File: config.mk
export PLATFORM = sky130hd
export DESIGN_NAME = flag_scheduler_flat
export DESIGN_NICKNAME = d
export VERILOG_FILES = /design/src/rtl/flag_scheduler_if.sv /design/src/rtl/flag_scheduler.sv /design/src/flat_wrapper.sv
export SDC_FILE = /design/constraint.sdc
export NUM_CORES = 1
export LEC_CHECK = 0
export CAP_MARGIN = 5
export CORE_MARGIN = 2
export CORE_UTILIZATION = 49
export DETAILED_ROUTE_END_ITERATION = 12
export HOLD_SLACK_MARGIN = 0.12
export PLACE_DENSITY = 0.76
export SYNTH_ARGS = -nofsm -noshare
export SYNTH_HDL_FRONTEND = slang
export SYNTH_SLANG_ARGS = --single-unit
File: constraint.sdc
create_clock -name clk_i -period 3.1 [get_ports clk_i]
set_clock_uncertainty 0.15 [all_clocks]
set_input_delay 0.62 -clock clk_i [delete_from_list [all_inputs] [get_ports clk_i]]
set_output_delay 0.62 -clock clk_i [all_outputs]
set_load 0.005 [all_outputs]
File: src/rtl/flag_scheduler_if.sv
// flag_scheduler_if: frame/button/pixel inputs and flag-select outputs of the
// flag scheduler. The master side drives timing and buttons and reads the selection.
interface flag_scheduler_if #(
  parameter int SEL_W = 4
) ();
  logic             frame_start_i;
  logic             btn_next_i;
  logic             btn_prev_i;
  logic             auto_en_i;
  logic [9:0]       pix_x_i;
  logic [SEL_W-1:0] flag_sel_o;
  logic [SEL_W-1:0] pix_sel_o;
  logic             busy_o;

  modport master (
    output frame_start_i, btn_next_i, btn_prev_i, auto_en_i, pix_x_i,
    input  flag_sel_o, pix_sel_o, busy_o
  );

  modport slave (
    input  frame_start_i, btn_next_i, btn_prev_i, auto_en_i, pix_x_i,
    output flag_sel_o, pix_sel_o, busy_o
  );
endinterface

File: src/rtl/flag_scheduler.sv
// flag_scheduler: picks which pride flag the colour mux shows. Auto-advances
// after a dwell time, takes debounced next/prev presses, and commits every
// change at a frame boundary so no frame tears.
// Optional macro FLAG_SCHEDULER_WIPE_EN adds a left-to-right wipe from the old
// flag to the new one, advancing WIPE_STEP pixels per frame.
//
// state | meaning
// SHOW  | flag_sel on screen; steps accepted (only state without the wipe)
// WIPE  | edge at wipe_x: target left of it, flag_sel right of it; presses dropped
module flag_scheduler #(
  parameter int NUM_FLAGS       = 16,
  parameter int SEL_W           = 4,
  parameter int DWELL_FRAMES    = 300,
  parameter int DEBOUNCE_FRAMES = 3,
  parameter int WIPE_STEP       = 16
) (
  input logic              clk_i,
  input logic              reset_i,
  flag_scheduler_if.slave  bus
);

  localparam int DB_W = $clog2(DEBOUNCE_FRAMES + 1);
  localparam int DW_W = (DWELL_FRAMES > 1) ? $clog2(DWELL_FRAMES) : 1;
  localparam logic [DB_W-1:0]  DB_MAX   = DB_W'(DEBOUNCE_FRAMES);
  localparam logic [DW_W-1:0]  DW_LAST  = DW_W'(DWELL_FRAMES - 1);
  localparam logic [SEL_W-1:0] IDX_LAST = SEL_W'(NUM_FLAGS - 1);

  logic                 fs;
  logic [1:0]           btn;           // [0]=next, [1]=prev
  logic [1:0][DB_W-1:0] db_cnt_q, db_cnt_d;
  logic [1:0]           armed_q, armed_d;
  logic [1:0]           press;
  logic [DW_W-1:0]      dwell_q, dwell_d;
  logic [SEL_W-1:0]     flag_sel_q, flag_sel_d;
  logic                 in_show;
  logic                 step_req;
  logic                 step_fwd;
  logic [SEL_W-1:0]     next_idx, prev_idx, step_idx;

  assign fs  = bus.frame_start_i;
  assign btn = {bus.btn_prev_i, bus.btn_next_i};

  // Per-button debounce: saturating frame count, one press per hold via arm flag
  always_comb begin
    db_cnt_d = db_cnt_q;
    armed_d  = armed_q;
    press    = 2'b00;
    for (int i = 0; i < 2; i++) begin
      if (fs) begin
        if (!btn[i]) begin
          db_cnt_d[i] = '0;
          armed_d[i]  = 1'b1;
        end else begin
          if (db_cnt_q[i] != DB_MAX) db_cnt_d[i] = db_cnt_q[i] + 1'b1;
          if (armed_q[i] && (db_cnt_d[i] == DB_MAX)) begin
            press[i]   = 1'b1;
            armed_d[i] = 1'b0;
          end
        end
      end
    end
  end

  assign next_idx = (flag_sel_q == IDX_LAST) ? '0 : flag_sel_q + 1'b1;
  assign prev_idx = (flag_sel_q == '0) ? IDX_LAST : flag_sel_q - 1'b1;
  assign step_idx = step_fwd ? next_idx : prev_idx;

  // Request resolution: a lone manual press beats dwell expiry; both presses cancel
  always_comb begin
    step_req = 1'b0;
    step_fwd = 1'b1;
    dwell_d  = dwell_q;
    if (fs && in_show) begin
      if (press[0] ^ press[1]) begin
        step_req = 1'b1;
        step_fwd = press[0];
        dwell_d  = '0;
      end else if (!press[0] && !press[1] && bus.auto_en_i) begin
        if (dwell_q == DW_LAST) begin
          step_req = 1'b1;
          dwell_d  = '0;
        end else begin
          dwell_d = dwell_q + 1'b1;
        end
      end
    end
  end

`ifdef FLAG_SCHEDULER_WIPE_EN
  typedef enum logic {SHOW, WIPE} state_t;

  state_t           state_q, state_d;
  logic [SEL_W-1:0] target_q, target_d;
  logic [9:0]       wipe_x_q, wipe_x_d;
  logic             busy_q, busy_d;
  logic [10:0]      wipe_sum;

  assign in_show  = (state_q == SHOW);
  assign wipe_sum = {1'b0, wipe_x_q} + 11'(WIPE_STEP);

  // Wipe FSM: a step starts a wipe; flag_sel only commits once the edge passes 640
  always_comb begin
    state_d    = state_q;
    target_d   = target_q;
    wipe_x_d   = wipe_x_q;
    busy_d     = busy_q;
    flag_sel_d = flag_sel_q;
    case (state_q)
      SHOW: begin
        if (step_req) begin
          target_d = step_idx;
          wipe_x_d = '0;
          busy_d   = 1'b1;
          state_d  = WIPE;
        end
      end
      WIPE: begin
        if (fs) begin
          if (wipe_sum >= 11'd640) begin
            flag_sel_d = target_q;
            wipe_x_d   = '0;
            busy_d     = 1'b0;
            state_d    = SHOW;
          end else begin
            wipe_x_d = wipe_sum[9:0];
          end
        end
      end
    endcase
  end

  // Wipe state registers
  always_ff @(posedge clk_i) begin
    if (reset_i) begin
      state_q  <= SHOW;
      target_q <= '0;
      wipe_x_q <= '0;
      busy_q   <= 1'b0;
    end else begin
      state_q  <= state_d;
      target_q <= target_d;
      wipe_x_q <= wipe_x_d;
      busy_q   <= busy_d;
    end
  end

  assign bus.pix_sel_o = (busy_q && (bus.pix_x_i < wipe_x_q)) ? target_q : flag_sel_q;
  assign bus.busy_o    = busy_q;
`else
  logic unused_inputs;

  assign in_show       = 1'b1;
  assign flag_sel_d    = step_req ? step_idx : flag_sel_q;
  assign bus.pix_sel_o = flag_sel_q;
  assign bus.busy_o    = 1'b0;
  assign unused_inputs = ^{bus.pix_x_i, 11'(WIPE_STEP)};
`endif

  // Committed flag, dwell timer and debounce state
  always_ff @(posedge clk_i) begin
    if (reset_i) begin
      flag_sel_q <= '0;
      dwell_q    <= '0;
      db_cnt_q   <= '0;
      armed_q    <= 2'b00;
    end else begin
      flag_sel_q <= flag_sel_d;
      dwell_q    <= dwell_d;
      db_cnt_q   <= db_cnt_d;
      armed_q    <= armed_d;
    end
  end

  assign bus.flag_sel_o = flag_sel_q;

endmodule

File: src/flat_wrapper.sv
// flat-port wrapper written by rule: the top's interface ports become plain ports
module flag_scheduler_flat 
#(
  parameter int NUM_FLAGS       = 16,
  parameter int SEL_W           = 4,
  parameter int DWELL_FRAMES    = 300,
  parameter int DEBOUNCE_FRAMES = 3,
  parameter int WIPE_STEP       = 16
)
  (clk_i, reset_i, bus_frame_start_i, bus_btn_next_i, bus_btn_prev_i, bus_auto_en_i, bus_pix_x_i, bus_flag_sel_o, bus_pix_sel_o, bus_busy_o);
  flag_scheduler_if #(.SEL_W(SEL_W)) bus_i ();
  input logic clk_i;
  input logic reset_i;
  input wire logic [$bits(bus_i.frame_start_i)-1:0] bus_frame_start_i;
  input wire logic [$bits(bus_i.btn_next_i)-1:0] bus_btn_next_i;
  input wire logic [$bits(bus_i.btn_prev_i)-1:0] bus_btn_prev_i;
  input wire logic [$bits(bus_i.auto_en_i)-1:0] bus_auto_en_i;
  input wire logic [$bits(bus_i.pix_x_i)-1:0] bus_pix_x_i;
  output wire logic [$bits(bus_i.flag_sel_o)-1:0] bus_flag_sel_o;
  output wire logic [$bits(bus_i.pix_sel_o)-1:0] bus_pix_sel_o;
  output wire logic [$bits(bus_i.busy_o)-1:0] bus_busy_o;
  assign bus_i.frame_start_i = bus_frame_start_i;
  assign bus_i.btn_next_i = bus_btn_next_i;
  assign bus_i.btn_prev_i = bus_btn_prev_i;
  assign bus_i.auto_en_i = bus_auto_en_i;
  assign bus_i.pix_x_i = bus_pix_x_i;
  assign bus_flag_sel_o = bus_i.flag_sel_o;
  assign bus_pix_sel_o = bus_i.pix_sel_o;
  assign bus_busy_o = bus_i.busy_o;
  flag_scheduler #(.NUM_FLAGS(NUM_FLAGS), .SEL_W(SEL_W), .DWELL_FRAMES(DWELL_FRAMES), .DEBOUNCE_FRAMES(DEBOUNCE_FRAMES), .WIPE_STEP(WIPE_STEP)) u_core (.clk_i(clk_i), .reset_i(reset_i), .bus(bus_i));
endmodule
==> tab_implementation.tex, run 1 <==
\begin{tabular}{lr}
\hline
Metric & Value \\
\hline
\multicolumn{2}{l}{\textbf{Yosys}} \\
\quad Largest area contributor in the synthesized netlist & dfxtp\_1 \\
\quad Async set or reset register ratio after synthesis & 0 \\
\quad Number of instances in the synthesized netlist & 124 \\
\quad Most instantiated library cell after synthesis & dfxtp\_1 \\
\quad EDFF count, synth & 0 \\
\quad Synthesized Nets & 145 \\
\quad Post-synth top cells & dfxtp\_1, a21oi\_1, nor2\_1, xnor2\_1, nand2\_1 \\
\quad Area contributors post-synth & dfxtp\_1, a21oi\_1, ha\_1 \\
\quad Share of synthesized area occupied by flip-flops and latches & 0.349 \\
\quad Top\_reg\_cell synth & dfxtp\_1 \\
\quad Post-synth cell types & 43 \\
\quad Mean area per synthesized cell & approximately 8.8 µm² \\
\quad Total number of yosys warnings & 0 \\
\quad Number of flip-flops and latches in the synthesized netlist & 19 \\
\quad Post-synthesis instance area & between 1000 and 1500 µm² \\
\quad Area fraction of the dominant cell type after synthesis & 0.349 \\
\multicolumn{2}{l}{\textbf{Timing}} \\
\quad Setup repair after global routing missed its margin & no \\
\quad Final number of hold-violating endpoints & 0 \\
\quad Maximum achievable frequency & 372 MHz \\
\quad Number of max-slew violations in the final report & 0 \\
\quad Final worst setup slack & 415 ps \\
\quad Worst-margin pin slew & between 400 and 500 ps \\
\quad Final worst-path cycle share & 0.866 \\
\quad Worst max-slew margin expressed relative to the limit & 0.667 \\
\quad Shortest clock period the worst path allows after layout & around 2700 ps \\
\quad Fin Setup TNS & 0 ps \\
\quad Final setup violation count & 0 \\
\multicolumn{2}{l}{\textbf{Clock network}} \\
\quad Number of H-tree branching levels & 1 \\
\quad Clock insertion delay at the later pin of the skew report & between 200 and 300 ps \\
\quad CTS tree & done \\
\quad Gates resized, CTS repair & 0 \\
\quad Post-CTS Hold Buffers & 0 \\
\quad Buffers inserted by post-CTS timing repair & 0 \\
\quad Sinks on Clock Net & 19 \\
\quad Clock transition at the register clock pins on the worst setup and hold paths after CTS & 100 ps \\
\quad Root buffer cell & clkbuf\_4 \\
\quad Max Root-Sink Buffers & 2 \\
\quad CTS buffer count & 3 \\
\multicolumn{2}{l}{\textbf{Layout}} \\
\quad Diode count & 0 \\
\quad Synth-to-Final Area Change & 13.8\% \\
\quad Number of nets in the finished design & 157 \\
\quad Fin area & between 1000 and 1500 µm² \\
\quad Number of fill cells & between 200 and 250 \\
\quad Fraction of layout cells with a size suffix above 1 & 0.0815 \\
\multicolumn{2}{l}{\textbf{GRT}} \\
\quad GRT overflow & 0 \\
\quad Vias in the first global route & just under 900 \\
\quad Wire length of the first global-routing pass & 3610 µm \\
\quad Total global routing track utilization & 0.182 \\
\quad Maximum number of pins on one net before global-route repair & 15 \\
\quad Initial antenna violation count & 0 \\
\multicolumn{2}{l}{\textbf{Floorplanning}} \\
\quad Row Count & 17 \\
\quad Initial Utilization & 0.507 \\
\quad X dimension of the die & between 50 and 60 µm \\
\quad Height of the die & between 50 and 60 µm \\
\quad Full die area & about 2600 µm² \\
\quad Boundary pin count & 25 \\
\quad Area inside the core boundary & 2150 µm² \\
\multicolumn{2}{l}{\textbf{Worst setup path}} \\
\quad Crit end category & flip-flop \\
\quad CP Class & primary input to flip-flop \\
\quad Crit start category & primary input \\
\quad FF-to-FF Start & u\_core.db\_cnt\_q[1]\$\_SDFFE\_PP0P\_ \\
\quad CP max FO & 8 \\
\quad Worst reg2reg path depth & 7 \\
\quad Setup slack, reg-to-reg & 1010 ps \\
\quad R2r endpoint & u\_core.bus.flag\_sel\_o[3]\$\_SDFFE\_PP0P\_ \\
\quad Worst Path Required & 3170 ps \\
\quad Worst endpoint data arrival time & 2760 ps \\
\multicolumn{2}{l}{\textbf{Route}} \\
\quad Via density & roughly 5.6 \\
\quad Total detailed-routing wirelength & 2010 µm \\
\quad Post-DRT Antenna Nets & 0 \\
\quad Total DRC errors in the routed layout & 0 \\
\quad Vias & between 900 and 1k \\
\quad Pre-Repair DR Iteration Count & 5 \\
\quad Violation count after the first detailed-route iteration & 25 \\
\quad Routed wire length per instance & between 10 and 15 µm \\
\multicolumn{2}{l}{\textbf{Place}} \\
\quad Placed cell areas & about 1200 µm² \\
\quad Number of port buffers & 13 \\
\quad Placement-stage worst setup slack & roughly 99 ps \\
\quad Placer's final routability congestion estimate & between 0.7 and 0.8 \\
\quad HPWL Detailed & $\sim$1500 µm \\
\multicolumn{2}{l}{\textbf{Hold path}} \\
\quad Path category of the worst min-delay check & flip-flop to flip-flop \\
\quad Worst Hold Path EP & u\_core.db\_cnt\_q[0]\$\_SDFFE\_PP0P\_ \\
\quad Worst hold path depth & 2 \\
\quad Startpoint of the worst hold path & u\_core.db\_cnt\_q[0]\$\_SDFFE\_PP0P\_ \\
\multicolumn{2}{l}{\textbf{Pwr}} \\
\quad Max VDD drop & $\sim$0.23 mV \\
\quad Areal power density over the cells & around 330 nW/µm² \\
\quad Leakage power total & 0.421 nW \\
\quad Total Power & 412 µW \\
\multicolumn{2}{l}{\textbf{Flow run}} \\
\quad \# Max-Cap Violations & 0 \\
\multicolumn{2}{l}{\textbf{Status}} \\
\quad Outcome & finished, final reports clean \\
\hline
\end{tabular}
[power by group]
part | total [mW] | internal, mW | leakage (nW) | switching [mW]
Sequential | 0.253 | 0.249 | 0.154 | 0.00381
Combinational | 0.0360 | 0.0169 | 0.251 | 0.0191
Clock | 0.122 | 0.0501 | 0.0150 | 0.0723
[state kept, by name, summed over array words and instances (netlist names)]
register               flops
u_core.bus.flag_sel_o      4
u_core.dwell_q             9
u_core.db_cnt_q            4
u_core.armed_q             2
[metrics by stage]
stage / util / hold slack (ps) / instances
global route: 0.577 / 366 / 163
CTS: 0.577 / 338 / 163
global placement: 0.564 / 308 / 159
detailed placement: 0.564 / 324 / 159
finish: 0.577 / 344 / 163
floorplan: - / 298 / 124
[layout make-up]
class | count | area [µm²] | share of cell area
tap | 28 | 35.0 | 0.0283
timing repair buffer | 16 | 153 | 0.123
multi-input combinational | 90 | 622 | 0.502
sequential | 19 | 380 | 0.307
clock buffer | 4 | 26.3 | 0.0212
inverter | 6 | 22.5 | 0.0182
[worst max path at each step]
| stage | from | to | slack (ps) | depth (start not counted) |
|---|---|---|---|---|
| 2_1_floorplan | bus_frame_start_i | u_core.bus.flag_sel_o[2]$_SDFFE_PP0P_ | 340 | 9 |
| 3_3_place_gp | bus_frame_start_i | u_core.bus.flag_sel_o[3]$_SDFFE_PP0P_ | 140 | 8 |
| 5_1_grt | bus_frame_start_i | u_core.dwell_q[7]$_SDFFE_PP0P_ | 260 | 8 |
| 6_report | bus_frame_start_i | u_core.bus.flag_sel_o[3]$_SDFFE_PP0P_ | 410 | 8 |
| 3_5_place_dp | bus_frame_start_i | u_core.bus.flag_sel_o[3]$_SDFFE_PP0P_ | 100 | 8 |
| 4_1_cts | bus_frame_start_i | u_core.bus.flag_sel_o[3]$_SDFFE_PP0P_ | 400 | 8 |
[critical path, cell delays in order]
cell,delay (ps)
clkdlybuf4s50_1,600
nand4_1,170
ha_1,410
a21oi_2,50
nand2b_1,220
buf_4,180
a2111o_1,370
a21oi_1,120
[layer usage]
layer / global-route usage / routed length (µm) / vias to the layer above
li1: - / - / 465
met1: 0.237 / 951 / 428
met2: 0.294 / 964 / 17
met3: 0.0351 / 73 / 2
met4: 0.0721 / 15 / 0
met5: 0 / 0 / -
[cell usage in the layout (no fill, tap or decap), drive strengths merged, types with 4 or more instances in the layout]
cell,instances
dfxtp,19
a21oi,15
clkdlybuf4s50,13
nor2,12
xnor2,7
nand2,6
inv,6
ha,5
nand4,4
clkbuf,4
[kinds of logic after synthesis]
family          Yosys count  share of synthesized area
compound gates           29                      0.194
xor+xnor                  8                     0.0644
fa+ha+maj                 5                     0.0575
buf+inv                  15                     0.0793
flops                    19                      0.349
mux                       1                    0.00920
other cells               1                    0.00344
simple gates             46                      0.243
Power figures use the tool's default switching activity.
==> inputs of run 2 (changes only) <==
--- a/config.mk
+++ b/config.mk
@@ -5,7 +5,7 @@
 export SDC_FILE = /design/constraint.sdc
 export NUM_CORES = 1
 export LEC_CHECK = 0
-export CAP_MARGIN = 5
+export CAP_MARGIN = 40
 export CORE_MARGIN = 2
 export CORE_UTILIZATION = 49
 export DETAILED_ROUTE_END_ITERATION = 12
==> results of run 2 <==
Same layout as run 1: the final DEF is identical, and so are final timing and power.
==> inputs of run 3 (changes only) <==
--- a/config.mk
+++ b/config.mk
@@ -7,10 +7,11 @@
 export LEC_CHECK = 0
 export CAP_MARGIN = 40
 export CORE_MARGIN = 2
-export CORE_UTILIZATION = 49
+export CORE_UTILIZATION = 51
+export CTS_BUF_LIST = sky130_fd_sc_hd__clkbuf_8
 export DETAILED_ROUTE_END_ITERATION = 12
 export HOLD_SLACK_MARGIN = 0.12
-export PLACE_DENSITY = 0.76
+export PLACE_DENSITY = 0.79
 export SYNTH_ARGS = -nofsm -noshare
 export SYNTH_HDL_FRONTEND = slang
 export SYNTH_SLANG_ARGS = --single-unit
==> run 3 against run 2 <==
Utilization increased by 6.2 points. Sequential share of layout area decreased by 0.64 points. Count of clock-buffer cells in the layout decreased by 1. Routed wire length increased by 0.95%. Hold slack got worse by 22 ps. Register-to-register slack improved by 60 ps. Critical endpoint is now u_core.bus.flag_sel_o[2]$_SDFFE_PP0P_. Largest power group unchanged.
==> tab_implementation.tex, run 3 (synthesis gave the netlist of run 1 again) <==
\begin{tabular}{lr}
\hline
Metric & Value \\
\hline
\multicolumn{2}{l}{\textbf{Status}} \\
\quad Outcome & finished, final reports clean \\
\multicolumn{2}{l}{\textbf{Worst setup path}} \\
\quad Worst Path Required & 3130 ps (-40 ps) \\
\quad Crit end category & flip-flop \\
\quad CP Class & primary input to flip-flop \\
\quad CP max FO & 4 (-4) \\
\quad Crit start category & primary input \\
\quad Worst endpoint data arrival time & 2620 ps (-140 ps) \\
\multicolumn{2}{l}{\textbf{Layout}} \\
\quad Max reg flops & 9 (unchanged) \\
\quad Number of nets in the finished design & 158 (+0.64\%) \\
\quad Fraction of layout cells with a size suffix above 1 & 0.0956 (+0.0141) \\
\quad Most common cell after layout, fill and taps aside & dfxtp\_1 \\
\quad Commonest cells after routing, fill and taps aside & dfxtp\_1, a21oi\_1, clkdlybuf4s50\_1 \\
\quad Diode count & 0 (unchanged) \\
\quad Synth-to-Final Area Change & 16.2\% \\
\quad Largest register by flop count & u\_core.dwell\_q \\
\multicolumn{2}{l}{\textbf{Floorplanning}} \\
\quad X dimension of the die & 50.2 µm (-1.8\%) \\
\quad Area inside the core boundary & 1980 µm² (-7.7\%) \\
\quad Row Count & 16 (-1) \\
\quad Initial Utilization & 0.549 (+0.0425) \\
\quad Full die area & 2520 µm² (-3.6\%) \\
\quad Boundary pin count & 25 (unchanged) \\
\quad Height of the die & 50.2 µm (-1.8\%) \\
\multicolumn{2}{l}{\textbf{Route}} \\
\quad Pre-Repair DR Iteration Count & 4 (-1) \\
\quad Total DRC errors in the routed layout & 0 (unchanged) \\
\quad Violation count after the first detailed-route iteration & 14 (-44\%) \\
\quad Routed wire length per instance & 12.4 µm (+0.95\%) \\
\quad Vias & 920 (+0.88\%) \\
\quad Via density & 5.64 (+0.88\%) \\
\quad Post-DRT Antenna Nets & 0 (unchanged) \\
\quad Total detailed-routing wirelength & 2020 µm (+0.95\%) \\
\multicolumn{2}{l}{\textbf{GRT}} \\
\quad Vias in the first global route & 846 (-3.5\%) \\
\quad Wire length of the first global-routing pass & 3520 µm (-2.5\%) \\
\quad Total global routing track utilization & 0.179 (-0.00310) \\
\quad Maximum number of pins on one net before global-route repair & 14 (-1) \\
\quad GRT overflow & 0 (unchanged) \\
\quad Initial antenna violation count & 0 (unchanged) \\
\multicolumn{2}{l}{\textbf{Clock network}} \\
\quad Sinks on Clock Net & 19 (unchanged) \\
\quad CTS buffer count & 3 (unchanged) \\
\quad Number of H-tree branching levels & 1 (unchanged) \\
\quad Gates resized, CTS repair & 0 (unchanged) \\
\quad CTS tree & done \\
\quad Buffers inserted by post-CTS timing repair & 0 (unchanged) \\
\quad Max Root-Sink Buffers & 2 (unchanged) \\
\quad Clock transition at the register clock pins on the worst setup and hold paths after CTS & 70 ps (-30 ps) \\
\quad Root buffer cell & clkbuf\_8 \\
\quad Clock insertion delay at the later pin of the skew report & 250 ps (-40 ps) \\
\quad Post-CTS Hold Buffers & 0 (unchanged) \\
\multicolumn{2}{l}{\textbf{Timing}} \\
\quad Fin Setup TNS & 0 ps (unchanged) \\
\quad Shortest clock period the worst path allows after layout & 2590 ps (-97.3 ps) \\
\quad Final worst-path cycle share & 0.835 (-0.0314) \\
\quad Setup repair after global routing missed its margin & no \\
\quad Maximum achievable frequency & 386 MHz (+3.8\%) \\
\quad Final number of hold-violating endpoints & 0 (unchanged) \\
\quad Final setup violation count & 0 (unchanged) \\
\quad Worst hold-check slack & 323 ps (-21.5 ps) \\
\quad Number of max-slew violations in the final report & 0 (unchanged) \\
\multicolumn{2}{l}{\textbf{Pwr}} \\
\quad Leakage power total & 0.436 nW (+3.6\%) \\
\quad Areal power density over the cells & 363 nW/µm² (+9.2\%) \\
\quad Max VDD drop & 0.439 mV (+89\%) \\
\multicolumn{2}{l}{\textbf{Flow run}} \\
\quad \# Max-Cap Violations & 0 (unchanged) \\
\multicolumn{2}{l}{\textbf{Place}} \\
\quad Number of port buffers & 13 (unchanged) \\
\quad Placer's final routability congestion estimate & 0.795 (+1.9\%) \\
\quad HPWL Detailed & 1510 µm (+0.22\%) \\
\multicolumn{2}{l}{\textbf{Hold path}} \\
\quad Path category of the worst min-delay check & flip-flop to flip-flop \\
\hline
\end{tabular}
run 3: critical path: stages:
cell,delay (ps)
clkdlybuf4s50_1,540
nand4_1,150
ha_1,400
a21oi_2,70
nand2b_1,160
or4_1,530
a21oi_1,150
run 3: path summary, 6_finish.rpt:
kind,slack [ps],depth (start not counted),endpoint,startpoint
worst max register to register,1070,6,u_core.bus.flag_sel_o[2]$_SDFFE_PP0P_,u_core.db_cnt_q[1]$_SDFFE_PP0P_
worst min register to register,320,2,u_core.dwell_q[1]$_SDFFE_PP0P_,u_core.dwell_q[1]$_SDFFE_PP0P_
worst max-delay path,510,7,u_core.bus.flag_sel_o[2]$_SDFFE_PP0P_,bus_frame_start_i
worst min-delay path,320,2,u_core.dwell_q[1]$_SDFFE_PP0P_,u_core.dwell_q[1]$_SDFFE_PP0P_
run 3: through the flow:
step / area [µm²] / instances / power, mW / utilization / setup slack [ps]
2_1_floorplan: 1090 / 124 / 0.281 / - / 338
3_3_place_gp: 1220 / 159 / 0.294 / 0.615 / 274
3_5_place_dp: 1220 / 159 / 0.296 / 0.615 / 261
4_1_cts: 1260 / 163 / 0.464 / 0.638 / 512
5_1_grt: 1260 / 163 / 0.479 / 0.638 / 390
6_report: 1260 / 163 / 0.459 / 0.638 / 512
run 3: power breakdown:
group	switching, mW	total [mW]	internal [mW]
sequential	0.00393	0.253	0.249
combinational	0.0196	0.0374	0.0178
clock	0.0791	0.168	0.0892
run 3: layer usage:
metal / GRT usage / up-vias / wire, µm
li1: - / 467 / -
met4: 0.0278 / 0 / 0
met1: 0.221 / 439 / 940
met3: 0.0536 / 0 / 62
met2: 0.309 / 14 / 1020
met5: 0 / - / 0
run 3: area by class of cell:
cell class                      count  area [µm²]
Sequential cell                    19         380
Multi-Input combinational cell     90         622
Tap cell                           27        33.8
Fill cell                         162         717
Inverter                            6        22.5
Timing Repair Buffer               17         160
Clock inverter                      1        5.00
Clock buffer                        3        41.3
